## src/rtl/mem_access.sv

```systemverilog
// rtl/mem_access.sv - memory-access pipeline stage: ALU pass-through, load/store handshake, lane and extension logic
module mem_access #(
  parameter logic [4:0] OPC_LOAD  = 5'b00000,
  parameter logic [4:0] OPC_STORE = 5'b01000
) (
  input  logic        clk,
  input  logic        rst,
  input  logic        valid_i,
  input  logic [4:0]  opcode_i,
  input  logic [2:0]  funct3_i,
  input  logic [31:0] alu_result_i,
  input  logic [31:0] store_data_i,
  input  logic [4:0]  rd_addr_i,
  output logic        stall_o,
  output logic        mem_req_o,
  output logic        mem_we_o,
  output logic [31:0] mem_addr_o,
  output logic [3:0]  mem_be_o,
  output logic [31:0] mem_wdata_o,
  input  logic        mem_ack_i,
  input  logic [31:0] mem_rdata_i,
  output logic        valid_o,
  output logic [4:0]  opcode_o,
  output logic [4:0]  rd_addr_o,
  output logic        wb_en_o,
  output logic [31:0] wb_data_o,
  output logic        err_o
);

  typedef enum logic {IDLE, ACCESS} state_t;
  state_t state, state_next;

  logic        is_load, is_store, is_mem, illegal, misaligned, fault, accept;
  logic [3:0]  be;
  logic [31:0] wdata, lane, load_data;

  // Instruction context held while the transaction is in flight
  logic [4:0]  opcode_q, rd_q;
  logic [2:0]  funct3_q;
  logic [1:0]  addr_lo_q;

  assign is_load  = (opcode_i == OPC_LOAD);
  assign is_store = (opcode_i == OPC_STORE);
  assign is_mem   = is_load | is_store;
  assign accept   = (state == IDLE) & valid_i;
  assign stall_o  = (state == ACCESS);

  always_comb begin
    illegal    = 1'b0;
    misaligned = 1'b0;
    be         = 4'b1111;
    wdata      = store_data_i;
    if (is_load)
      illegal = (funct3_i == 3'b011) | (funct3_i == 3'b110) | (funct3_i == 3'b111);
    else
      illegal = funct3_i[2] | (funct3_i == 3'b011);
    case (funct3_i[1:0])
      2'b00: begin
        be    = 4'b0001 << alu_result_i[1:0];
        wdata = {4{store_data_i[7:0]}};
      end
      2'b01: begin
        be         = 4'b0011 << alu_result_i[1:0];
        wdata      = {2{store_data_i[15:0]}};
        misaligned = alu_result_i[0];
      end
      default: misaligned = (alu_result_i[1:0] != 2'b00);
    endcase
    fault = illegal | misaligned;
  end

  always_comb begin
    lane      = mem_rdata_i >> {addr_lo_q, 3'b000};
    load_data = lane;
    case (funct3_q)
      3'b000:  load_data = {{24{lane[7]}}, lane[7:0]};
      3'b001:  load_data = {{16{lane[15]}}, lane[15:0]};
      3'b100:  load_data = {24'd0, lane[7:0]};
      3'b101:  load_data = {16'd0, lane[15:0]};
      default: load_data = lane;
    endcase
  end

  always_ff @(posedge clk) begin
    if (rst) state <= IDLE;
    else     state <= state_next;
  end

  always_comb begin
    state_next = state;
    case (state)
      IDLE:    if (accept && is_mem && !fault) state_next = ACCESS;
      ACCESS:  if (mem_ack_i) state_next = IDLE;
      default: state_next = IDLE;
    endcase
  end

  always_ff @(posedge clk) begin
    if (rst) begin
      valid_o     <= 1'b0;
      opcode_o    <= 5'd0;
      rd_addr_o   <= 5'd0;
      wb_en_o     <= 1'b0;
      wb_data_o   <= 32'd0;
      err_o       <= 1'b0;
      mem_req_o   <= 1'b0;
      mem_we_o    <= 1'b0;
      mem_addr_o  <= 32'd0;
      mem_be_o    <= 4'd0;
      mem_wdata_o <= 32'd0;
      opcode_q    <= 5'd0;
      rd_q        <= 5'd0;
      funct3_q    <= 3'd0;
      addr_lo_q   <= 2'd0;
    end else begin
      valid_o <= 1'b0;
      if (accept) begin
        if (!is_mem) begin
          valid_o   <= 1'b1;
          opcode_o  <= opcode_i;
          rd_addr_o <= rd_addr_i;
          wb_en_o   <= (rd_addr_i != 5'd0);
          wb_data_o <= alu_result_i;
          err_o     <= 1'b0;
        end else if (fault) begin
          valid_o   <= 1'b1;
          opcode_o  <= opcode_i;
          rd_addr_o <= rd_addr_i;
          wb_en_o   <= 1'b0;
          wb_data_o <= 32'd0;
          err_o     <= 1'b1;
        end else begin
          mem_req_o   <= 1'b1;
          mem_we_o    <= is_store;
          mem_addr_o  <= {alu_result_i[31:2], 2'b00};
          mem_be_o    <= be;
          mem_wdata_o <= wdata;
          opcode_q    <= opcode_i;
          rd_q        <= rd_addr_i;
          funct3_q    <= funct3_i;
          addr_lo_q   <= alu_result_i[1:0];
        end
      end else if (state == ACCESS && mem_ack_i) begin
        mem_req_o <= 1'b0;
        valid_o   <= 1'b1;
        err_o     <= 1'b0;
        opcode_o  <= opcode_q;
        rd_addr_o <= rd_q;
        if (mem_we_o) begin
          wb_en_o   <= 1'b0;
          wb_data_o <= 32'd0;
        end else begin
          wb_en_o   <= (rd_q != 5'd0);
          wb_data_o <= load_data;
        end
      end
    end
  end

endmodule
```

## config.mk

```make
export PLATFORM = sky130hd
export DESIGN_NAME = mem_access
export DESIGN_NICKNAME = d
export VERILOG_FILES = /design/src/rtl/mem_access.sv
export SDC_FILE = /design/constraint.sdc
export NUM_CORES = 1
export LEC_CHECK = 0
export ABC_CLOCK_PERIOD_IN_PS = 3350
export CAP_MARGIN = 20
export CORE_ASPECT_RATIO = 0.7
export CORE_MARGIN = 1
export CORE_UTILIZATION = 48
export CTS_CLUSTER_DIAMETER = 200
export DETAILED_ROUTE_END_ITERATION = 8
export GPL_ROUTABILITY_DRIVEN = 0
export GPL_TIMING_DRIVEN = 0
export PLACE_DENSITY = 0.87
export SETUP_SLACK_MARGIN = 0.2
export SLEW_MARGIN = 20
export SYNTH_ARGS = -nofsm -noshare
export SYNTH_HDL_FRONTEND = slang
export SYNTH_SLANG_ARGS = --single-unit
```

## constraint.sdc

```tcl
create_clock -name clk -period 3.35 [get_ports clk]
set_input_delay 0.5025 -clock clk [delete_from_list [all_inputs] [get_ports clk]]
set_output_delay 0.5025 -clock clk [all_outputs]
set_load 0.01 [all_outputs]
```

# Word-level counts from Yosys, hierarchy flattened
# Index checks and enable logic that the tools add are counted.
# word_totals
register_bits	129
input_bits	113
out_inout_bits	116
word_cells	89
# classes
n_eq_ne	11
shift	3
muxes	37
n_bitwise	8
n_reduce_logical	14
# ops
op	n
two-way mux 32 bit	5
one-hot mux 32 bit (4 select lines)	1
one-hot mux 32 bit (2 select lines)	1
two-way mux 5 bit	8
right shift 32 x 5 -> 32 bit	1
two-way mux 1 bit	19
== test 3 bit, second input constant	4
nonzero test 5 bit	2
one-hot mux 4 bit (2 select lines)	1
AND reduction 3 bit	2
== test 5 x 4 -> 1 bit, second input constant	1
zero test 5 bit	1
OR 1 bit	5
!= test 2 bit, second input constant	2
one-hot mux 1 bit (2 select lines)	2
nonzero test 2 bit	2
left shift 1 x 2 -> 4 bit, first input constant	1
left shift 2 x 2 -> 4 bit, first input constant	1
== test 3 x 1 -> 1 bit, second input constant	1
== test 3 x 2 -> 1 bit, second input constant	1
logical AND 1 bit	3
zero test 3 bit	1
!= test 3 bit, second input constant	1
== test 2 x 1 -> 1 bit, second input constant	1
5 further kinds	6

# Longest topological paths before layout
# Gate-level depths: netlist (run 1).
# depth
depth_word	9
ltp_mapped	8
mapped_depth_nobuf	5

# Worst setup path before layout (run 1)
# OpenSTA, ideal clock, no wires.
# synth_path
path_type	input to register
startpoint	input port opcode_i[4]
endpoint	register funct3_q[0]
setup_time_ns	0.132
t_arrival_ns	1.721
t_required_ns	3.218
path_slack_ns	1.497
stages	7
n_path_buf	2
cell_sequence	nor4_2 -> o211ai_2 -> or2_2 -> buf_2 -> clkbuf_1 -> nand2_1 -> a21oi_1
# synth_via
elab_chain_len	5
elab_cells_between_ends	7
cone_classes	eq/ne (1); mux (1); bitwise (3); reduce/logical (2)
# synth_lines
element	line	source
start: declaration	9	input logic [4:0] opcode_i,
zero test 5 bit	42	assign is_load = (opcode_i == OPC_LOAD);
two-way mux 1 bit	53	if (is_load)
OR 1 bit	69	fault = illegal | misaligned;
NOT 1 bit (no source line)	n/a	
AND reduction 3 bit (no source line) (*)	n/a	
end signal: assignment	140	funct3_q <= funct3_i;
end: declaration	39	logic [2:0] funct3_q;
# Mark *: on every way between the ends. The rest lies on a longest branch, timed or not.
# A chain may end at the register's enable or synchronous reset.

# Worst setup path in the final report (run 1)
# layout_path
startpoint	input port opcode_i[4]
endpoint	register mem_addr_o[5]
# layout_via
elab_chain_len	5
elab_cells_between_ends	7
cone_classes	eq/ne (1); mux (1); bitwise (3); reduce/logical (2)
# layout_lines
element	line	source
zero test 5 bit	42	
two-way mux 1 bit	53	
OR 1 bit	69	
NOT 1 bit (no source line)	n/a	
AND reduction 3 bit (no source line) (*)	n/a	
end signal: assignment	135	mem_addr_o <= {alu_result_i[31:2], 2'b00};
end: declaration	17	output logic [31:0] mem_addr_o,
# Marks and branches as above.

==> impl_metrics.csv, run 1 <==
group,metric,value,unit
die,core,0.0119,mm²
critical_path,max_stage_delay,0.50,ns
final_layout,syn_to_final_growth,51.7,%
cts,cts_setup_buffers,0,
sta,setup_tns,0,ns
hold_path,hp-class,"input pin to register",
power_and_ir_drop,combPwrFrac,13.6,%
sta,slew_headroom,40.8,%
synthesis,ys_async_sr_fraction,0,%
die,dieArea,0.0128,mm²
drt,dr.pass1.iters,6,
critical_path,cp.required,3.62,ns
cts,cts_sinks,129,
cts,htree_levels,4,
power_and_ir_drop,p_int,0.00311,W
drt,drt_wl_total,22200,µm
cts,clk_latency,0.42,ns
hold_path,worstHoldStart,"alu_result_i[0]",
critical_path,reg2reg_to,"wb_data_o[5]",
cts,ctsResizeCount,0,
die,die_h,94.8,µm
hold_path,hold_path_depth,3,
drt,drc,0,
global_route,grt_start_max_net_pins,17,
sta,final.setup.worst_slack,0.881,ns
critical_path,reg2regPathDepth,5,
synthesis,avgSynthCellArea,8.17,µm²
cts,cts.clk_slew.worst_paths,0.05,ns
global_route,busiest_layer,"met2",
power_and_ir_drop,seq_power_share,39.2,%
die,num_rows,33,
drt,drtIter0Drc,551,
critical_path,path_cells,"clkdlybuf4s50_1, nor4_2, o211ai_2, or2_2, buf_2, clkbuf_1, nand2_1, a21oi_1",
cts,cts_buffer_depth,2,
power_and_ir_drop,ir_drop,357,µV
critical_path,path_buf_inv,3,
drt,avgRoutedWirePerCell,19.6,µm
critical_path,end_kind,"register",
sta,finalSetupViolations,0,
critical_path,crit-reg2reg-launch,"stall_o",
power_and_ir_drop,powerDensity,459,mW/mm²
sta,hold_violations,0,
power_and_ir_drop,switchingPower,0.00100,W
global_route,grt_usage,35.0,%
sta,period_share,73.7,%
power_and_ir_drop,sw_frac_of_total,24.3,%
final_layout,nNetsFinal,1078,
sta,max_freq,0.405,GHz
final_layout,diodes,0,
drt,vias,6551,
die,dieWidth,135,µm
global_route,antenna_found_initial,0,
critical_path,r2r_slack,1.22,ns
run,maxCapViolations,0,
cts,tritoncts,"yes",
global_route,grtUsageMet1,48.9,%
synthesis,ys.flop_type,"dfxtp_1",
placement,dp_slack,0.492,ns
synthesis,synth_edf_count,0,
global_route,grt_overflow,0,
critical_path,critPathTopFamily,"buffers and inverters",
placement,io_buffers,223,
run_status,status,"finished, final reports clean",
final_layout,final_cell_mix,"clkdlybuf4s50_1 (223), nand2_1 (160), dfxtp_1 (129)",
placement,place_hpwl,16400,µm
power_and_ir_drop,clkPwrFrac,47.2,%
global_route,grt_pass1_wl,33400,µm
sta,skew,0.00746,ns
global_route,grt_pass1_vias,6029,
cts,cts_buffers,17,
drt,antenna_left,0,
synthesis,yosysSeqAreaShare,43.8,%
sta,tightest_slew,0.888,ns
synthesis,netlist_area,0.00590,mm²
critical_path,cp_slowest_cell,"nor4_2",
global_route,use_met3,8.37,%
final_layout,final_common_cell,"clkdlybuf4s50_1",
critical_path,critPathLaunchType,"input pin",
die,io_pins,229,
cts,root_buffer,"clkbuf_16",
cts,hold_buffers,0,
synthesis,synth_cells,722,
die,start_util,49.8,%
power_and_ir_drop,p_leak,3.18,nW
sta,post-route-min-period,2.47,ns
sta,timing.hold.ws,0.399,ns
synthesis,ys_types,40,
sta,rsz0062_at_grt,"false",
final_layout,layout-drive-gt1-share,8.79,%
critical_path,crit_arrival,2.74,ns
drt,via_per_inst,5.77,
synthesis,ys_warn_count,0,
synthesis,ys_seq_elements,129,
hold_path,min_to,"addr_lo_q[0]",
critical_path,crit_fanout,10,
global_route,met2_usage,52.8,%
critical_path,critPathKind,"input pin to register",
sta,report.final.slew_viol_count,0,
[power by group through the flow]
stage	Combinational (W)	Sequential, W	Clock, W
final	0.000558	0.00161	0.00194
after CTS	0.000548	0.00161	0.00194
after global placement	0.000536	0.00164	0
after detailed placement	0.000542	0.00164	0
after global routing	0.000593	0.00161	0.00201
after floorplan	0.000202	0.00166	0
[cells by family after synthesis]
| family | after synthesis | share of synthesized area (%) |
|---|---|---|
| and+or+nand+nor | 279 | 20.1 |
| muxes | 43 | 7.44 |
| buffers and inverters | 68 | 5.32 |
| AOI/OAI and AO/OA | 202 | 23.3 |
| DFF | 129 | 43.8 |
| other | 1 | 0.0635 |
[per-stage QoR]
| stage | power, W | util (%) | std cells | cell area (µm²) |
|---|---|---|---|---|
| after floorplan | 0.00186 | - | 723 | 5910 |
| after CTS | 0.00409 | 75.5 | 1135 | 8950 |
| after global placement | 0.00217 | 70.3 | 1103 | 8330 |
| after global routing | 0.00421 | 75.5 | 1135 | 8950 |
| after detailed placement | 0.00218 | 70.3 | 1103 | 8330 |
| final | 0.00411 | 75.5 | 1135 | 8950 |
[sequential cells by signal (all words and copies together) (netlist names)]
signal / flops
mem_req_o: 1
rd_addr_o: 5
err_o: 1
rd_q: 5
mem_we_o: 1
valid_o: 1
addr_lo_q: 2
opcode_o: 5
mem_wdata_o: 32
mem_be_o: 4
opcode_q: 5
funct3_q: 3
stall_o: 1
wb_data_o: 32
wb_en_o: 1
mem_addr_o: 30
[worst reg2reg max path: stages (launching register included)]
cell and delay [ns]:
dfxtp_1 0.36, nand2b_1 0.22, nor2_1 0.43, clkbuf_1 0.46, a22oi_1 0.18, a211oi_1 0.37
[metal layers]
layer	wire, µm	share of wire [%]
met4	367	1.7
met5	0	0
met1	10000	45
met3	2380	11
met2	9470	43
[synthesized netlist by cell type, types with 3 or more instances]
cell	instances	area share, %
a21oi_1	70	5.9
a311oi_1	27	4.0
o21ai_0	27	2.3
buf_1	4	0.25
nand2_1	160	10
a22oi_1	23	2.9
o211ai_1	8	1.0
nand2b_1	10	1.1
a211oi_1	25	3.2
buf_2	25	2.1
clkbuf_1	31	2.0
nor3_1	7	0.59
nor2b_1	5	0.53
o22a_1	7	1.0
and2_1	4	0.42
a211oi_2	10	2.1
mux2i_1	36	6.1
dfxtp_1	129	44
nor2_1	80	5.1
mux2_2	7	1.3
buf_4	3	0.38
[final cells by class]
| class | count | area, µm² |
|---|---|---|
| clock buffers | 23 | 488 |
| multi-input cells | 526 | 3010 |
| well taps | 157 | 196 |
| fillers | 906 | 2900 |
| repair buffers | 223 | 2230 |
| plain buffers | 66 | 307 |
| flip-flops and latches | 129 | 2580 |
| inverters | 2 | 7.51 |
| clock inverters | 9 | 129 |
[worst max-delay path by stage]
stage                     cells past startpoint  slack [ns]             to         from
after global routing                          8        0.79  mem_addr_o[8]  opcode_i[4]
final                                         8        0.88  mem_addr_o[5]  opcode_i[4]
after detailed placement                      8        0.49  mem_addr_o[5]  opcode_i[4]
after CTS                                     8        0.95  mem_addr_o[5]  opcode_i[4]
after floorplan                               7        1.50    funct3_q[0]  opcode_i[4]
after global placement                        8        0.56  mem_addr_o[9]  opcode_i[4]
Power figures use the tool's default switching activity.
==> inputs of run 2 (changes only) <==
ABC_CLOCK_PERIOD_IN_PS = 2310   (was 3350)
CORE_UTILIZATION = 44   (was 48)
PLACE_DENSITY = 0.81   (was 0.87)
clock period = 2.31 ns   (was 3.35 ns; I/O delays follow)
==> run 2 against run 1 <==
Net effect:
- critical path depth did not move
- die area is 8.9% higher
- worst setup slack worse by 0.61 ns
- largest power group unchanged
- hold slack worse by 0.14 ns
- routed wire length fell by 1.3%
- first-iteration DRC count fell by 26%
- clock skew increased by 0.0056 ns
- critical path type unchanged
- sequential power up 45%
- clock power rose by 63%
==> impl_metrics.csv, run 2 (synthesis results as in run 1) <==
group,metric,value,unit
run_status,status,"finished, final reports clean",
final_layout,final_common_cell,"clkdlybuf4s50_1",
drt,drt_wl_total,21900,µm
cts,root_buffer,"clkbuf_16",
die,die_h,98.9,µm
cts,cts_sinks,129,
critical_path,crit_arrival,2.38,ns
sta,slew_headroom,51.3,%
die,start_util,46.2,%
sta,post-route-min-period,2.04,ns
cts,cts_buffer_depth,2,
cts,tritoncts,"yes",
critical_path,end_kind,"register",
drt,avgRoutedWirePerCell,19.2,µm
cts,clk_latency,0.42,ns
sta,setup_tns,0,ns
drt,vias,6436,
final_layout,fillers,1023,
critical_path,cp.required,2.65,ns
sta,report.final.slew_viol_count,0,
final_layout,final_core_util,71.2,%
power_and_ir_drop,ir_drop,674,µV
final_layout,syn_to_final_growth,54.0,%
cts,cts_buffers,17,
die,dieArea,0.0139,mm²
final_layout,stdcell_area,0.00909,mm²
critical_path,critPathLaunchType,"input pin",
drt,drc,0,
critical_path,cp_slowest_cell,"clkdlybuf4s50_1",
placement,placed_area,0.00834,mm²
global_route,grt_pass1_vias,6067,
cts,htree_levels,4,
critical_path,crit_fanout,10,
sta,rsz0062_at_grt,"true",
final_layout,largestRegisters,"mem_wdata_o x32, wb_data_o x32, mem_addr_o x30",
final_layout,final_cell_mix,"clkdlybuf4s50_1 (223), nand2_1 (160), dfxtp_1 (129)",
power_and_ir_drop,p_leak,3.25,nW
run,maxCapViolations,0,
sta,skew,0.0131,ns
cts,cts.clk_slew.worst_paths,0.06,ns
die,io_pins,229,
sta,finalSetupViolations,0,
global_route,met2_usage,44.8,%
die,dieWidth,140,µm
drt,dr.pass1.iters,5,
die,core,0.0128,mm²
sta,max_freq,0.491,GHz
sta,period_share,88.2,%
critical_path,critPathTopFamily,"buffers and inverters",
sta,tightest_slew,0.730,ns
sta,timing.hold.ws,0.257,ns
global_route,grt_start_max_net_pins,17,
die,num_rows,34,
hold_path,hp-class,"input pin to register",
final_layout,diodes,0,
placement,io_buffers,223,
global_route,busiest_layer,"met1",
critical_path,path_cells,"clkdlybuf4s50_1, nor4_4, o211ai_2, nor2_2, clkbuf_4, buf_2, nand2_1, a21oi_1",
cts,hold_buffers,0,
global_route,grt_pass1_wl,33600,µm
critical_path,critPathKind,"input pin to register",
placement,place_hpwl,16300,µm
sta,hold_violations,0,
final_layout,layout-drive-gt1-share,10.1,%
power_and_ir_drop,powerDensity,695,mW/mm²
global_route,grt_usage,31.5,%
final_layout,nNetsFinal,1079,
drt,via_per_inst,5.64,
drt,drtIter0Drc,408,
drt,antenna_left,0,
critical_path,max_stage_delay,0.46,ns
global_route,grt_overflow,0,
critical_path,path_buf_inv,3,
global_route,grtUsageMet1,46.9,%
global_route,antenna_found_initial,0,
global_route,use_met3,7.63,%
## run 2: changes by cell type in the layout (fill, tap and decap cells not counted), moves of 2 or more
cell / change
inv_6: +2
clkinv_2: -2
nor2_1: -2
buf_2: -3
clkbuf_2: +7
clkbuf_1: -9
clkbuf_4: +2
bufinv_16: +3
nor4_2: -2
buf_4: +3
nor4_4: +2
## run 2: layout make-up
cell class	instances	area, µm²	area share (%)
clock buffer	20	467	5.13
buffer	66	327	3.59
inverter	2	7.51	0.0826
clock inverter	12	226	2.49
timing repair buffer	224	2240	24.6
sequential	129	2580	28.4
tap	162	203	2.23
multi-input combinational	526	3040	33.4
## run 2: worst min-delay path, stage by stage
cell	delay, ns
buf_2	0.15
nand2_1	0.07
a21oi_1	0.05
## run 2: worst paths after layout
path | startpoint | end | slack [ns] | cells after the start
setup / recovery | opcode_i[4] | mem_addr_o[19] | 0.27 | 8
hold / removal | alu_result_i[0] | addr_lo_q[0] | 0.26 | 3
setup reg to reg | addr_lo_q[0] | wb_data_o[13] | 0.34 | 7
hold reg to reg | mem_addr_o[8] | mem_addr_o[8] | 0.45 | 2
## run 2: repair_timing
item,in CTS,in global routing
endpoints found under the setup margin,46,64
gates resized for setup,5,19
pin swaps,0,1
setup buffers,0,1
## run 2: metrics by stage
step	cells	worst slack [ns]	power [W]
2_1_floorplan	723	0.613	0.00270
3_3_place_gp	1108	-0.311	0.00316
3_5_place_dp	1108	-0.325	0.00317
4_1_cts	1140	0.249	0.00631
5_1_grt	1141	0.186	0.00649
6_report	1141	0.272	0.00632
## run 2: power by group
part / switching, W / internal (W)
Clock: 0.00105 / 0.00212
Sequential: 0.0000391 / 0.00229
Combinational: 0.000405 / 0.000409
## run 2: per-layer routing
metal  wire length, µm  vias up
met5                 0        -
met4               322        0
met3              2050       31
met2              9010      320
met1             10600     3065
li1                  -     3020
==> inputs of run 3 (changes only) <==
CORE_UTILIZATION = 45   (was 44)
CTS_BUF_LIST = sky130_fd_sc_hd__clkbuf_8   (was not set)
HOLD_SLACK_MARGIN = 0.15   (was not set)
PLACE_DENSITY = 0.82   (was 0.81)
==> run 3 against run 2 <==
Net effect:
- highest routed layer unchanged
- power is 20% lower
- clock skew hardly changed
- routed wire length is 2.5% lower
- sequential share of layout area is 1.0 points higher
- fmax is 0.20% lower
- global-route usage hardly changed
- largest cell class unchanged
- worst setup slack worse by 0.0042 ns
- the flow now finishes with violations (DRC)
- register-to-register slack worse by 0.03 ns
- die area is 2.2% lower
- cell area is 3.5% lower
- non-clock buffer count stayed put
- critical endpoint is now mem_addr_o[15]
- sequential power hardly changed
==> impl_metrics.csv, run 3 (synthesis results as in run 1) <==
group,metric,value,unit
run_status,violations,"DRC",
die,core,0.0126,mm²
final_layout,syn_to_final_growth,48.6,%
global_route,grt_start_max_net_pins,17,
drt,avgRoutedWirePerCell,18.8,µm
critical_path,r2r_slack,0.31,ns
global_route,antenna_found_initial,0,
global_route,grt_pass1_wl,32900,µm
placement,placed_area,0.00834,mm²
drt,via_per_inst,5.56,
critical_path,end_kind,"register",
run,maxCapViolations,0,
die,start_util,46.9,%
drt,drc,15,
final_layout,diodes,0,
drt,antenna_left,0,
final_layout,layout-drive-gt1-share,9.40,%
power_and_ir_drop,p_total,0.00508,W
placement,place_hpwl,16400,µm
final_layout,final_common_cell,"clkdlybuf4s50_1",
drt,vias,6339,
cts,cts_sinks,129,
die,num_rows,34,
power_and_ir_drop,p_leak,3.11,nW
die,io_pins,229,
critical_path,crit-reg2reg-launch,"funct3_q[0]",
drt,dr.pass1.iters,9,
power_and_ir_drop,powerDensity,579,mW/mm²
global_route,grt_overflow,0,
cts,cts_buffer_depth,2,
final_layout,final_cell_mix,"clkdlybuf4s50_1 (223), nand2_1 (160), dfxtp_1 (129)",
run_status,status,"finished, violations left",
die,dieArea,0.0136,mm²
sta,hold_violations,0,
sta,tightest_slew,0.797,ns
sta,skew,0.0130,ns
cts,clk_latency,0.45,ns
final_layout,stdcell_area,0.00877,mm²
sta,report.final.slew_viol_count,0,
sta,rsz0062_at_grt,"true",
die,die_h,97.8,µm
cts,root_buffer,"clkbuf_8",
cts,hold_buffers,0,
critical_path,reg2reg_to,"wb_data_o[9]",
placement,io_buffers,223,
critical_path,critPathLaunchType,"input pin",
critical_path,reg2regPathDepth,7,
cts,cts_buffers,17,
hold_path,worstHoldStart,"alu_result_i[0]",
die,dieWidth,139,µm
final_layout,nNetsFinal,1079,
critical_path,crit_arrival,2.36,ns
power_and_ir_drop,ir_drop,386,µV
hold_path,hold_path_depth,3,
drt,drt_wl_total,21400,µm
final_layout,largestRegisters,"mem_wdata_o x32, wb_data_o x32, mem_addr_o x30",
cts,cts.clk_slew.worst_paths,0.07,ns
global_route,grt_usage,31.5,%
hold_path,hp-class,"input pin to register",
sta,max_freq,0.490,GHz
global_route,grt_pass1_vias,5855,
sta,slew_headroom,46.9,%
sta,post-route-min-period,2.04,ns
critical_path,cp.required,2.63,ns
sta,period_share,88.4,%
cts,htree_levels,4,
cts,tritoncts,"yes",
critical_path,crit_fanout,10,
sta,finalSetupViolations,0,
drt,drtIter0Drc,584,
hold_path,min_to,"addr_lo_q[0]",
critical_path,critPathKind,"input pin to register",
[run 3: worst max path at each step]
stage                           start        endpoint  slack, ns  cells after the start
after CTS                 opcode_i[4]   mem_addr_o[3]       0.24                      8
final                     opcode_i[4]  mem_addr_o[15]       0.27                      8
after detailed placement  opcode_i[4]   mem_addr_o[8]      -0.33                      8
after floorplan           opcode_i[4]     funct3_q[0]       0.61                      7
after global routing          stall_o    wb_data_o[9]       0.15                      5
after global placement    opcode_i[4]  mem_addr_o[10]      -0.31                      8
[run 3: metal layers]
metal / up-vias / global-route usage, % / part of all wire (%)
li1: 3021 / - / -
met1: 2989 / 46.3 / 48
met2: 300 / 43.9 / 41
met3: 29 / 8.88 / 10
met4: 0 / 10.5 / 1.5
met5: - / 0 / 0
[run 3: final cells by class]
cell class,instances,area (µm²)
plain buffers,66,322
inverters,2,7.51
fillers,1025,3820
well taps,162,203
multi-input cells,526,3020
repair buffers,224,2240
clock inverters,12,119
flip-flops and latches,129,2580
clock buffers,20,275
[run 3: repair_timing]
item / in CTS / in global routing
setup endpoints to repair: 14 / 61
resized for setup: 1 / 15
pin swaps: 0 / 1
gates cloned: 0 / 0
buffers inserted: 0 / 1
[run 3: critical path: stages]
cell and delay, ns:
clkdlybuf4s50_1 0.46, nor4_4 0.40, o211ai_2 0.19, or2_2 0.29
buf_2 0.19, clkbuf_1 0.27, nand2_1 0.14, a21oi_1 0.07
[run 3: metrics by stage]
stage | setup WS [ns] | hold slack [ns] | setup TNS (ns) | util, % | instances
2_1_floorplan | 0.613 | 0.430 | 0 | - | 723
3_3_place_gp | -0.312 | 0.443 | -20.25 | 66.2 | 1108
3_5_place_dp | -0.330 | 0.444 | -22.88 | 66.2 | 1108
4_1_cts | 0.235 | 0.214 | 0 | 69.4 | 1140
5_1_grt | 0.153 | 0.230 | 0 | 69.6 | 1141
6_report | 0.268 | 0.229 | 0 | 69.6 | 1141
[run 3: power by group]
group	total [W]	switching, W	leakage, nW	internal, W
Combinational	0.000806	0.000398	1.86	0.000408
Sequential	0.00233	0.0000402	1.05	0.00229
Clock	0.00194	0.000912	0.202	0.00103
